[src/rtl/mem_port_arbiter.sv]
// Arbitrates the single-ported unified memory between instruction fetch (I) and data (D),
// runs a fixed-latency access, returns registered read data with a one-cycle ready pulse.
module mem_port_arbiter #(
  parameter int LATENCY = 1,
  parameter int WIDTH   = 32
) (
  input  logic             clock,
  input  logic             reset,
  input  logic             IReq,
  input  logic [WIDTH-1:0] IAddr,
  output logic [WIDTH-1:0] IRD,
  output logic             IReady,
  input  logic             DReq,
  input  logic             DWE,
  input  logic [WIDTH-1:0] DAddr,
  input  logic [WIDTH-1:0] DWD,
  output logic [WIDTH-1:0] DRD,
  output logic             DReady,
  output logic [WIDTH-1:0] MemAddr,
  output logic [WIDTH-1:0] MemWD,
  output logic             MemWE,
  input  logic [WIDTH-1:0] MemRD,
  output logic             StallF,
  output logic             StallM
);

  // state  | meaning
  // IDLE   | no transaction; arbitrate effective requests
  // ACCESS | memory busy for LATENCY cycles on behalf of grant
  typedef enum logic {IDLE = 1'b0, ACCESS = 1'b1} state_t;

  localparam int CW = (LATENCY > 1) ? $clog2(LATENCY) : 1;

  state_t        state, state_nxt;
  logic [CW-1:0] count, count_nxt;
  logic          grant, grant_nxt;            // 1 = D, 0 = I
  logic          last_grant, last_grant_nxt;
  logic          lat_we;
  logic          i_eff, d_eff;
  logic          start, done;

  // A requester is ignored in its own Ready cycle so it cannot be re-served on a stale request.
  assign i_eff  = IReq & ~IReady;
  assign d_eff  = DReq & ~DReady;
  assign StallF = IReq & ~IReady;
  assign StallM = DReq & ~DReady;

  always_comb begin
    state_nxt      = state;
    count_nxt      = count;
    grant_nxt      = grant;
    last_grant_nxt = last_grant;
    start          = 1'b0;
    done           = 1'b0;
    case (state)
      IDLE: begin
        if (i_eff | d_eff) begin
          start          = 1'b1;
          grant_nxt      = (i_eff & d_eff) ? ~last_grant : d_eff;
          last_grant_nxt = grant_nxt;
          count_nxt      = CW'(LATENCY - 1);
          state_nxt      = ACCESS;
        end
      end
      ACCESS: begin
        if (count != '0) begin
          count_nxt = count - CW'(1);
        end else begin
          done      = 1'b1;
          state_nxt = IDLE;
        end
      end
      default: state_nxt = IDLE;
    endcase
  end

  always_ff @(posedge clock or posedge reset) begin
    if (reset) begin
      state      <= IDLE;
      count      <= '0;
      grant      <= 1'b0;
      last_grant <= 1'b0;
    end else begin
      state      <= state_nxt;
      count      <= count_nxt;
      grant      <= grant_nxt;
      last_grant <= last_grant_nxt;
    end
  end

  always_ff @(posedge clock or posedge reset) begin
    if (reset) begin
      IRD     <= '0;
      DRD     <= '0;
      MemAddr <= '0;
      MemWD   <= '0;
      MemWE   <= 1'b0;
      IReady  <= 1'b0;
      DReady  <= 1'b0;
      lat_we  <= 1'b0;
    end else begin
      IReady <= 1'b0;
      DReady <= 1'b0;
      MemWE  <= 1'b0;
      if (start) begin
        if (grant_nxt) begin
          MemAddr <= DAddr;
          MemWD   <= DWD;
          lat_we  <= DWE;
          MemWE   <= DWE;   // high for the first ACCESS cycle only: one write per store
        end else begin
          MemAddr <= IAddr;
          lat_we  <= 1'b0;
        end
      end
      if (done) begin
        if (grant) begin
          if (!lat_we) DRD <= MemRD;
          DReady <= 1'b1;
        end else begin
          IRD    <= MemRD;
          IReady <= 1'b1;
        end
      end
    end
  end

endmodule

[config.mk]
export PLATFORM = sky130hd
export DESIGN_NAME = mem_port_arbiter
export DESIGN_NICKNAME = d
export VERILOG_FILES = /design/src/rtl/mem_port_arbiter.sv
export SDC_FILE = /design/constraint.sdc
export NUM_CORES = 1
export LEC_CHECK = 0
export ABC_AREA = 0
export BUFFER_PORTS_ARGS = -buffer_cell sky130_fd_sc_hd__buf_2
export CORE_ASPECT_RATIO = 1.1
export CORE_MARGIN = 5
export CORE_UTILIZATION = 49
export CTS_BUF_LIST = sky130_fd_sc_hd__clkbuf_8
export DETAILED_ROUTE_END_ITERATION = 12
export GPL_TIMING_DRIVEN = 0
export PLACE_DENSITY_LB_ADDON = 0.3
export SLEW_MARGIN = 30
export SYNTH_ARGS = -nofsm -noshare
export SYNTH_HDL_FRONTEND = slang
export SYNTH_SLANG_ARGS = --single-unit
[constraint.sdc]
create_clock -name clock -period 5.3 [get_ports clock]
set_input_delay 1.06 -clock clock [delete_from_list [all_inputs] [get_ports clock]]
set_output_delay 1.06 -clock clock [all_outputs]
set_load 0.1 [all_outputs]
==> results.tsv <==
stage	metric	value	unit
outcome	outcome	completed	
sta	worstMarginPinSlew	0.597	ns
setup_path	worst-path-buf-inv	5	
setup_path	cp_common_cell	buf_2	
setup_path	slowest_delay	0.47	ns
synthesis	yosysMostFrequentCell	dfrtp_1	
setup_path	worst_r2r_path_depth	5	
setup_path	cp.arrival	2.37	ns
global_route	antenna_found_initial	1	
setup_path	cp_max_fo	10	
setup_path	start_kind	input port	
cells_and_area	finalNonFillerCells	911	
synthesis	synthArstFlopShare	100	%
synthesis	synth.yosys.seq_area_share	57.2	%
placement	place.gp.congestion	0.884	
synthesis	synth_area_leaders	dfrtp_1 (57%), mux2_2 (17%), a2111oi_0 (4.7%)	
cells_and_area	final_util	65.9	%
synthesis	yosys_warnings	0	
synthesis	synth_edf_count	0	
min_path	whs_endpoint	MemWD[9]$_DFFE_PP0P_	
sta	finalHoldViolCount	0	
die	io_pins	266	
cells_and_area	diodes	0	
routing	wl_per_cell	18.6	um
global_route	grt_overflow	0	
synthesis	synthFlopType	dfrtp_1	
min_path	min_path_type	flop to flop	
cells_and_area	fillers	933	
placement	place_area	7460	um2
clock_tree	clk_latency	0.44	ns
setup_path	slowest_stage	buf_2	
sta	setup_violations	0	
clock_tree	clk_path_buf_depth	2	
sta	relSlewSlack	59.2	%
global_route	grt_pass1_wl	27400	um
synthesis	ys_seq_elements	135	
sta	rsz0062_at_grt	false	
sta	timing.final.ws_setup	1.87	ns
clock_tree	cts_tree	done	
sta	period_needed	3.43	ns
synthesis	yosysUniqueCellTypes	23	
cells_and_area	drive_above_1_share	54.2	%
die	die_h	125	um
clock_tree	cts_resized	0	
cells_and_area	finalInstanceArea	7860	um2
routing	avgViaCountPerCell	5.50	
clock_tree	hold_buffers	0	
placement	place_ws	1.92	ns
setup_path	path_class	input port to primary output	
die	die-width	115	um
synthesis	synth.top_cells.by_count	dfrtp_1 (135), mux2_2 (90), nand2b_1 (35)	
global_route	grt_start_max_net_pins	73	
placement	place.port_buffers	265	
setup_path	r2r-start	IReady$_DFF_PP0_	
setup_path	reg2reg_slack	3.44	ns
setup_path	path_cells	buf_2 > nand2b_1 > clkbuf_1 > inv_1 > buf_2 > buf_2	
sta	finalCritPeriodShare	64.6	%
die	num_rows	42	
setup_path	crit_required	4.24	ns
clock_tree	cts_buffers	17	
clock_tree	cts-root-buf	clkbuf_8	
sta	finClkSkew	0.00707	ns
min_path	min_from	MemWD[9]$_DFFE_PP0P_	
routing	drt-pass1-iter-count	5	
placement	dp_cells	879	
synthesis	synthDominantCellAreaShare	57.2	%
routing	ant_nets	0	
die	start_util	49.5	%
synthesis	syn_nets	592	
synthesis	netlist_area	5910	um2
setup_path	crit_path_end_kind	primary output	
die	coreArea	11900	um2
global_route	grt_pass1_vias	5433	
clock_tree	cts_max_level	4	
global_route	grt_util_all_layers	24.2	%
synthesis	syn_inst	459	
routing	route.detailed.drc	0	
die	dieArea	14400	um2
setup_path	regToRegEndpoint	MemAddr[12]$_DFFE_PP0P_	
clock_tree	clk_pin_slew_worst_paths	0.07	ns
cells_and_area	nNetsFinal	877	
sta	maxSlewViolCount	0	
clock_tree	cts.sinks	135	
synthesis	synth_area_leader_cell	dfrtp_1	
routing	num_vias	5010	
placement	dp_hpwl	12800	um
setup_path	crit_family	buffers and inverters	
routing	wl	17000	um
run	maxCapViolCount	0	
cells_and_area	area_delta_synth_final	33.0	%
clock_tree	cts_setup_buffers	0	
synthesis	postSynthAreaPerCell	12.9	um2
sta	timing.fmax	292	MHz
min_path	holdPathStages	1	
routing	drtIter0Drc	326	
[cells in the final DEF, fill, tap and decap left out, drive strengths merged]
cell      Yosys  final
nor2          1      1
clkbuf       21     42
clkinvlp      0      2
nand2         2      2
mux2         96     96
nor3         33     33
and2          1      1
dfrtp       135    135
or3           1      1
nand2b       35     35
inv           7     10
o21ai         2      2
bufinv        0      2
o31ai        33     33
clkinv        0      4
o22ai         1      1
a2111oi      32     32
nor4         32     32
and3b         1      1
buf          25    291
a21oi         1      1
[per-layer routing]
layer / global-route usage (%) / routed length, um
met5: 0 / 13
met2: 40.1 / 8500
met1: 27.6 / 6140
met4: 10.3 / 398
met3: 9.67 / 1920
[state kept, by name (all words and copies together) (netlist names)]
signal / count
MemAddr: 32
MemWE: 1
MemWD: 32
DRD: 32
grant: 1
lat_we: 1
IRD: 32
DReady: 1
IReady: 1
last_grant: 1
state: 1
[kinds of logic after synthesis]
family                 Yosys count  share of synthesized area (%)
buffers and inverters           53                           4.58
multiplexers                    96                           18.3
AO/OA/AOI/OAI                   69                           9.30
AND/OR/NAND/NOR                106                           10.6
flip-flops                     135                           57.2
[worst max path at each step]
stage                      from                  to  slack, ns  depth (start not counted)
after floorplan           reset  DRD[0]$_DFFE_PP0P_       0.63                          1
after global placement    reset  DRD[2]$_DFFE_PP0P_      -0.65                          2
after detailed placement   IReq              StallF       1.92                          6
after CTS                  IReq              StallF       1.91                          6
after global routing       IReq              StallF       1.82                          6
final                      IReq              StallF       1.87                          6
[stage by stage]
step | hold WS (ns) | setup TNS [ns]
3_3_place_gp | 0.466 | -87.28
4_1_cts | 0.493 | 0
6_report | 0.488 | 0
3_5_place_dp | 0.477 | 0
5_1_grt | 0.512 | 0
2_1_floorplan | 0.466 | 0
[cell type report]
type                            count  area [um2]  area share, %
Buffer                             46         244           3.11
Inverter                            7        33.8          0.430
Timing Repair Buffer              266        1350           17.2
Sequential cell                   135        3380           43.0
Clock buffer                       21         289           3.68
Multi-Input combinational cell    271        2260           28.7
Tap cell                          154         193           2.45
Clock inverter                     11         106           1.35
[worst reg2reg max path: cells and delay by family (launching register included)]
kind            cells  cell delay (ns)
simple gates        2             0.25
flops               1             0.38
compound gates      1             0.62
buf+inv             2             0.48
Power is not shown: default switching activity piles up to over one toggle a cycle in this logic, so the estimate is an artifact.
